==> config.mk <==
export PLATFORM = sky130hd
export DESIGN_NAME = sram_fifo_drain_arbiter
export DESIGN_NICKNAME = d
export VERILOG_FILES = /design/src/rtl/sram_fifo_drain_arbiter.sv
export SDC_FILE = /design/constraint.sdc
export NUM_CORES = 1
export LEC_CHECK = 0
export BUFFER_PORTS_ARGS = -buffer_cell sky130_fd_sc_hd__buf_2
export CAP_MARGIN = 25
export CORE_MARGIN = 5
export CORE_UTILIZATION = 49
export CTS_CLUSTER_DIAMETER = 40
export DETAILED_ROUTE_END_ITERATION = 12
export PLACE_DENSITY = 0.81
export SYNTH_ARGS = -nofsm -noshare
export SYNTH_HDL_FRONTEND = slang
export SYNTH_SLANG_ARGS = --single-unit
==> constraint.sdc <==
create_clock -name clk -period 4.5 [get_ports clk]
set_input_delay 0.9 -clock clk [delete_from_list [all_inputs] [get_ports clk]]
set_output_delay 0.9 -clock clk [all_outputs]
set_load 0.005 [all_outputs]
==> src/rtl/sram_fifo_drain_arbiter.sv <==
// ---------------------------------------------------------------------------
// sram_fifo_drain_arbiter
//
// Round-robin read scheduler for NUM_Q SRAM-based FIFOs that return read data
// one cycle after rden. At most one rden is issued per cycle, and only to a
// non-empty queue. The returned word is captured the following cycle into a
// 2-entry output buffer. That buffer is presented on a valid/ready master
// port, and each word is tagged with the id of the queue it came from.
//
// A credit check (buffered words + word in flight) keeps the buffer from
// overflowing. With the 2-entry buffer, a continuously ready sink sees one
// word per cycle.
//
// Ports
//   clk        clock, all logic on posedge
//   rst_n      synchronous active-low reset
//   enable_i   0 stops new reads; words already requested still drain
//   q_empty_i  per-FIFO registered empty flag
//   q_rden_o   per-FIFO read enable, one-hot or zero (combinational)
//   q_rdata_i  per-FIFO read data, queue i at [i*DATA_WIDTH +: DATA_WIDTH]
//   m_valid_o  output word valid
//   m_ready_i  downstream accept; transfer on m_valid_o & m_ready_i
//   m_data_o   output word
//   m_qid_o    source queue of m_data_o
// ---------------------------------------------------------------------------
module sram_fifo_drain_arbiter #(
  parameter int NUM_Q      = 4,
  parameter int DATA_WIDTH = 32,
  localparam int QID_W     = (NUM_Q > 1) ? $clog2(NUM_Q) : 1
) (
  input  logic                        clk,
  input  logic                        rst_n,
  input  logic                        enable_i,
  input  logic [NUM_Q-1:0]            q_empty_i,
  output logic [NUM_Q-1:0]            q_rden_o,
  input  logic [NUM_Q*DATA_WIDTH-1:0] q_rdata_i,
  output logic                        m_valid_o,
  input  logic                        m_ready_i,
  output logic [DATA_WIDTH-1:0]       m_data_o,
  output logic [QID_W-1:0]            m_qid_o
);

  // Returns {found, index}. The index is the first eligible queue found when
  // searching from ptr upward, wrapping at NUM_Q. The wrap is done with a
  // compare and subtract, so NUM_Q does not need to be a power of two.
  function automatic logic [QID_W:0] rr_pick(input logic [NUM_Q-1:0] elig,
                                             input logic [QID_W-1:0] ptr);
    logic             found;
    logic [QID_W-1:0] idx;
    logic [QID_W-1:0] ci;
    int               c;
    found = 1'b0;
    idx   = '0;
    for (int k = 0; k < NUM_Q; k++) begin
      c = int'(ptr) + k;
      if (c >= NUM_Q) c = c - NUM_Q;
      ci = QID_W'(c);
      if (!found && elig[ci]) begin
        found = 1'b1;
        idx   = ci;
      end
    end
    return {found, idx};
  endfunction

  // Pointer to the queue that follows g in round-robin order.
  function automatic logic [QID_W-1:0] rr_next(input logic [QID_W-1:0] g);
    if (int'(g) == NUM_Q - 1) return '0;
    return g + QID_W'(1);
  endfunction

  // Round-robin pointer and in-flight read tracking.
  logic [QID_W-1:0]      rr_ptr;
  logic                  vld_p1;
  logic [QID_W-1:0]      qid_p1;

  // Output buffer: two slots, a head index and an occupancy count.
  logic [DATA_WIDTH-1:0] buf_data [2];
  logic [QID_W-1:0]      buf_qid  [2];
  logic                  hd;
  logic [1:0]            cnt;

  // Issue-stage signals.
  logic                  pick_found;
  logic [QID_W-1:0]      pick_idx;
  logic                  pop;
  logic [2:0]            occ;
  logic [2:0]            occ_net;
  logic                  issue_ok;
  logic                  grant;

  // Capture-stage signals.
  logic [DATA_WIDTH-1:0] cap_data;
  logic                  wr_idx;

  // ---- stage p0: arbitrate and issue rden ----
  always_comb begin
    {pick_found, pick_idx} = rr_pick(~q_empty_i, rr_ptr);
  end

  assign pop = m_valid_o & m_ready_i;

  // The net occupancy counts words already buffered plus the word in flight,
  // less the word being popped this cycle. Issuing only while it is below 2
  // means a captured word always finds a free slot.
  assign occ      = {1'b0, cnt} + {2'b00, vld_p1};
  assign occ_net  = occ - {2'b00, pop};
  assign issue_ok = enable_i & (occ_net < 3'd2);
  assign grant    = rst_n & issue_ok & pick_found;

  assign q_rden_o = grant ? (NUM_Q'(1) << pick_idx) : '0;

  // ---- stage p1: rdata of the granted queue is valid now ----
  always_comb begin
    cap_data = '0;
    for (int i = 0; i < NUM_Q; i++) begin
      if (qid_p1 == QID_W'(i)) cap_data = q_rdata_i[i*DATA_WIDTH +: DATA_WIDTH];
    end
  end

  // The credit rule keeps cnt <= 1 whenever a capture happens, so the tail
  // slot is the head slot when cnt == 0, or the other slot when cnt == 1.
  // This also holds when the head is popped in the same cycle.
  assign wr_idx = hd ^ cnt[0];

  always_ff @(posedge clk) begin
    if (!rst_n) begin
      rr_ptr      <= '0;
      vld_p1      <= 1'b0;
      qid_p1      <= '0;
      hd          <= 1'b0;
      cnt         <= 2'd0;
      buf_data[0] <= '0;
      buf_data[1] <= '0;
      buf_qid[0]  <= '0;
      buf_qid[1]  <= '0;
    end else begin
      vld_p1 <= grant;
      if (grant) begin
        qid_p1 <= pick_idx;
        rr_ptr <= rr_next(pick_idx);
      end
      if (vld_p1) begin
        buf_data[wr_idx] <= cap_data;
        buf_qid[wr_idx]  <= qid_p1;
      end
      if (pop) hd <= ~hd;
      cnt <= cnt + {1'b0, vld_p1} - {1'b0, pop};
    end
  end

  // ---- output: buffer head, held stable until popped ----
  assign m_valid_o = (cnt != 2'd0);
  assign m_data_o  = buf_data[hd];
  assign m_qid_o   = buf_qid[hd];

endmodule

* Word-level counts from Yosys, hierarchy flattened
Memories as Yosys holds them, arrays and structs flattened. A register that Yosys moved wholly into a read port is not among the register bits. Index checks and enable logic that the tools add are counted.
Operators by class: shifts and indexed selects 1, multiplexer cells 44, reductions and logical operators 10, bitwise gates (word level) 7, $lt $le $gt $ge 9, add/sub/neg operators 12, equality and inequality tests 4
Operators with widths (count):
- 32-bit two-way mux | 5
- 32-bit OR reduction | 1
- 1-bit two-way mux | 23
- 2-bit two-way mux | 11
- 2-bit by 3-bit less-than comparator with 1-bit output (second input constant) | 4
- 3-bit >= comparator (second input constant) | 3
- 1-bit binary-select mux with 2-bit select | 4
- 2-bit by 1-bit subtractor with 2-bit output (second input constant) | 4
- 2-bit by 2-bit adder with 3-bit output (second input constant) | 2
- 1-bit bitwise AND | 4
- 2-bit by 1-bit == test with 1-bit output (second input constant) | 2
- 2-bit == test (second input constant) | 2
- 4-bit two-way mux | 1
- 4-bit NOT | 1
- 1-bit by 2-bit << shifter with 4-bit output (first input constant) | 1
- 2-bit by 1-bit adder with 3-bit output | 1
- 2-bit by 1-bit adder with 3-bit output (second input constant) | 1
- 2-bit by 3-bit >= comparator with 1-bit output (second input constant) | 1
- 1-bit logical AND | 3
- 1-bit zero test | 3
- 3-bit by 2-bit less-than comparator with 1-bit output (second input constant) | 1
- 3-bit by 1-bit subtractor with 3-bit output | 1
- 2-bit by 1-bit adder with 2-bit output | 1
- 2-bit by 1-bit adder with 2-bit output (second input constant) | 1
- other kinds (6) | 6
Storage, ports and cells: input port bits 136, output and inout port bits 39, memories 2, bits in registers 8, RAM bits 68, logic and storage cells 94
Memories:
- buf_data | words 2, bits a word 32, rd ports 1, clocked after memory_dff 1, wr ports 2, RTL line 78 | logic [DATA_WIDTH-1:0] buf_data [2];
- buf_qid | words 2, bits a word 2, rd ports 1, clocked after memory_dff 1, wr ports 2, RTL line 79 | logic [QID_W-1:0] buf_qid [2];

* Logic depth before layout (Yosys ltp)
depth after elaboration 19, depth in mapped cells 11, depth with buffers taken out 11

* Worst setup path before layout
Ideal clock, no wire load.
path type input-to-reg, start point input rst_n, end point memory buf_data[0][0] (enable), setup time 0.472 ns, buffers on the path 0, cell stages on the path 2, data required time 4.028 ns, arrival 3.406 ns, slack 0.622 ns, cells stage by stage nand2_1 -> o21ai_0
RTL lines:
- from (decl) | RTL line 32 | input logic rst_n,
- to (decl) | RTL line 78

* Worst setup path in the final report
start point register cnt[0], end point output q_rden_o[3]
On the way: cells in the longest elaborated chain, start to end 8, elaborated cells between the ends (all ways) 9, classes of those cells add/sub: 2; order compare: 1; mux: 1; bitwise: 4; reduce/logical: 1
Ends and longest elaborated chain:
- from (decl) | RTL line 81 | logic [1:0] cnt;
- from (signal assigned) | RTL line 148 | cnt <= cnt + {1'b0, vld_p1} - {1'b0, pop};
- 2-bit nonzero test | RTL line 153 | assign m_valid_o = (cnt != 2'd0);
- 1-bit bitwise AND | RTL line 101 | assign pop = m_valid_o & m_ready_i;
- named net pop | RTL line 86 | logic pop;
- 3-bit by 1-bit subtractor with 3-bit output | RTL line 107 | assign occ_net = occ - {2'b00, pop};
- 3-bit by 2-bit less-than comparator with 1-bit output | RTL line 108 | assign issue_ok = enable_i & (occ_net < 3'd2);
- 1-bit bitwise AND | RTL line 108
- 1-bit bitwise AND (2 in a row) | RTL line 109 | assign grant = rst_n & issue_ok & pick_found;
- 4-bit two-way mux | RTL line 111 | assign q_rden_o = grant ? (NUM_Q'(1) << pick_idx) : '0;
- to (decl) | RTL line 35 | output logic [NUM_Q-1:0] q_rden_o,
The timed path passes the listed nets, and every way through them passes these cells.

==> summary.txt <==
====================================================================================
Clk pin slew, worst setup/hold paths                                           80 ps
Core area                                                                   8640 µm²
Sum of negative setup slack                                                     0 ps
Reg-to-reg endpoint                                                        qid_p1[1]
Die width                                                                     103 µm
# rows                                                                            34
Power Density                                                             468 nW/µm²
Class of the tightest hold or removal check                               reg -> reg
Fraction of the yosys area taken by sequential cells                           0.519
Detail Placement HPWL                                                        7.40 mm
Post-Synthesis Mean Instance Area                                           15.0 µm²
Fraction of layout cells with a size suffix above 1                            0.579
CP endpoint kind                                                          output pin
Share of the cycle needed by the critical path after routing                   0.839
Gr usage total                                                                 0.187
Number of pins exceeding their max-slew limit in the final report                  0
Total wire length                                                            9.61 mm
Final Wtd Congestion                                                           0.768
Count of endpoints failing setup in the final report                               0
Total I/O pin count                                                              175
Avg WL per Cell                                                              16.8 µm
Number of antenna-violating nets in the routed design                              0
Die height                                                                    103 µm
CTS tree                                                                        done
Worst Path Class, Setup                                                   reg -> out
Clock buffer count from CTS                                                        9
CTS root buffer                                                         sky130_fd_sc_hd__clkbuf_8
Initial Util                                                                   0.496
Unique cell type count in the Yosys netlist                                       33
Via count of the first global-routing pass                                      3242
Leak                                                                      0.00239 µW
Number of DRC violations after detailed-routing iteration 0                       87
Antenna violations before repair                                                   1
Placed inst area                                                            5300 µm²
# Post-CTS Setup Buffers                                                           0
Capturing element of the worst setup path                                q_rden_o[3]
Number of buffers inserted for hold repair after clock tree synthesis              0
Synthesized net count                                                            429
Netlist area before placement                                               4280 µm²
Number of H-tree branching levels                                                  3
Worst Max-Slew Pin Slew                                                       865 ps
Worst-path fanout max                                                             10
ANT cells                                                                          0
Unrepaired setup endpoints after global routing                                   no
R2r worst-path depth                                                              11
Floorplan die area                                                         10700 µm²
Max-cap violation count                                                            0
Count of instances resized after the clock tree is built                           0
Wire length of the first global-routing pass                                 15.1 mm
Critical Path Source                                                          cnt[0]
Yosys warning total                                                                0
Fin crit period                                                              3780 ps
Final Core Density                                                             0.645
Clk_skew                                                                     10.9 ps
Worst Setup Start Kind                                                          flop
Clock buffer depth                                                                 2
Max Clk Rate                                                                 265 MHz
Clk sink count                                                                    77
Crit path DAT                                                                2880 ps
Residual DRC count                                                                 0
Largest net degree at the start of global routing                                 36
Startpoint of the worst register-to-register path                             cnt[0]
Via count                                                                       2985
Required time worst endpoint                                                 3600 ps
Count of state elements after synthesis                                           77
Layout-stage area growth over the synthesis result                             30.1%
Worst reg2reg setup slack                                                    1950 ps
Via-per-instance ratio                                                          5.23
Maximum VDD drop                                                              287 µV
Grt total ovfl                                                                     0
First drt pass iteration count                                                     5
Total Nets Final                                                                 601
Final Hold Fails                                                                   0
Max_slew headroom                                                              0.423
Cell count after synthesis                                                       286
Result of the run                                                       finished clean
Number of buffer cells added on primary ports                                    174
Summed area of non-filler cells in the final layout                         5570 µm²
Skew-Pair Late Insertion Delay                                                340 ps
====================================================================================
==> Yosys cell counts, drive strengths merged <==
library cell	n	share of area
nor2b	5	0.0073
ha	6	0.018
nand2	5	0.0044
o221a	1	0.0026
and4	1	0.0020
xor2	2	0.0041
clkbuf	9	0.0079
mux2i	1	0.0023
o211a	1	0.0023
nor3	2	0.0035
a211oi	1	0.0018
nand3	1	0.0012
inv	5	0.0044
or2	1	0.0015
dfxtp	9	0.042
xnor2	2	0.0041
fa	1	0.0047
o21bai	1	0.0018
o21ai	6	0.0070
and2	74	0.11
mux2	34	0.089
buf	10	0.022
a21oi	2	0.0023
mux4	32	0.17
nor2	4	0.0035
edfxtp	68	0.48
nand2b	1	0.0015
a21o	1	0.0018
==> metal layers <==
metal | GRT usage | vias to the layer above | routed length [µm]
met2 | 0.356 | 101 | 5310
met5 | 0 | - | 13
met3 | 0.0362 | 12 | 625
met1 | 0.207 | 1454 | 3530
li1 | - | 1416 | -
met4 | 0.0657 | 2 | 129
==> area by class of cell <==
type | instances | area [µm²]
Clock buffer | 9 | 124
Clock inverter | 7 | 145
Fill cell | 698 | 3060
Inverter | 5 | 18.8
Multi-Input combinational cell | 185 | 1940
Sequential cell | 77 | 2230
Tap cell | 108 | 135
Timing Repair Buffer | 180 | 983
==> layout by cell type (no fill, tap or decap), types with 2 or more instances in the layout <==
| cell | instances |
|---|---|
| sky130_fd_sc_hd__a21oi_1 | 2 |
| sky130_fd_sc_hd__and2_1 | 74 |
| sky130_fd_sc_hd__buf_16 | 2 |
| sky130_fd_sc_hd__buf_2 | 174 |
| sky130_fd_sc_hd__buf_8 | 2 |
| sky130_fd_sc_hd__bufinv_16 | 4 |
| sky130_fd_sc_hd__clkbuf_8 | 9 |
| sky130_fd_sc_hd__dfxtp_1 | 6 |
| sky130_fd_sc_hd__dfxtp_2 | 3 |
| sky130_fd_sc_hd__edfxtp_1 | 68 |
| sky130_fd_sc_hd__ha_1 | 6 |
| sky130_fd_sc_hd__inv_1 | 5 |
| sky130_fd_sc_hd__inv_6 | 2 |
| sky130_fd_sc_hd__mux2_2 | 34 |
| sky130_fd_sc_hd__mux4_1 | 4 |
| sky130_fd_sc_hd__mux4_2 | 28 |
| sky130_fd_sc_hd__nand2_1 | 5 |
| sky130_fd_sc_hd__nor2_1 | 2 |
| sky130_fd_sc_hd__nor2_2 | 2 |
| sky130_fd_sc_hd__nor2b_1 | 5 |
| sky130_fd_sc_hd__o21ai_0 | 4 |
| sky130_fd_sc_hd__o21ai_4 | 2 |
| sky130_fd_sc_hd__xnor2_1 | 2 |
| sky130_fd_sc_hd__xor2_1 | 2 |
==> registers in the layout, summed over array words and instances (netlist names), named ones only <==
register and cells:
buf_qid 4, buf_data 64, qid_p1 2, rr_ptr 2
cnt 2, hd 1, vld_p1 1
==> critical path, stage by stage, from the launching register on <==
cell and delay [ps]:
sky130_fd_sc_hd__dfxtp_1 350, sky130_fd_sc_hd__or2_2 310, sky130_fd_sc_hd__and2_1 190, sky130_fd_sc_hd__ha_1 270, sky130_fd_sc_hd__inv_1 60, sky130_fd_sc_hd__ha_1 130, sky130_fd_sc_hd__inv_1 40, sky130_fd_sc_hd__fa_1 500
sky130_fd_sc_hd__nand3_1 110, sky130_fd_sc_hd__nor3_2 170, sky130_fd_sc_hd__buf_4 170, sky130_fd_sc_hd__and2_1 130, sky130_fd_sc_hd__buf_2 110
==> how the worst min path moves through the flow <==
| stage | to | slack (ps) | from | depth (start not counted) |
|---|---|---|---|---|
| global placement | rr_ptr[1] | 510 | rr_ptr[1] | 2 |
| global route | rr_ptr[1] | 590 | rr_ptr[1] | 2 |
| finish | rr_ptr[1] | 560 | rr_ptr[1] | 2 |
| floorplan | rr_ptr[1] | 480 | rr_ptr[1] | 2 |
| CTS | rr_ptr[1] | 550 | rr_ptr[1] | 2 |
| detailed placement | rr_ptr[1] | 540 | rr_ptr[1] | 2 |
==> cell families (layout without fill, tap and decap cells) <==
family,Yosys count,in the layout,share of synthesized area
flip-flops,77,77,0.519
XOR/XNOR,4,4,0.00818
AND/OR/NAND/NOR,94,94,0.133
buffers and inverters,24,201,0.0348
adder cells (fa/ha/maj),7,7,0.0222
multiplexers,67,67,0.264
AO/OA/AOI/OAI,13,13,0.0196
==> stage by stage <==
stage,worst slack (ps),total power (µW),hold slack [ps],std cells
3_3_place_gp,808,1890,506,550
6_report,724,2610,555,571
3_5_place_dp,769,1960,544,555
2_1_floorplan,622,1650,475,286
5_1_grt,538,2770,588,571
4_1_cts,694,2650,551,571
==> report_power, final <==
group	internal (µW)	switching (µW)	total (µW)
Clock	428	260	689
Sequential	918	148	1070
Combinational	512	342	855
Total	1860	751	2610
No activity file was read; power rests on OpenSTA's default activity.
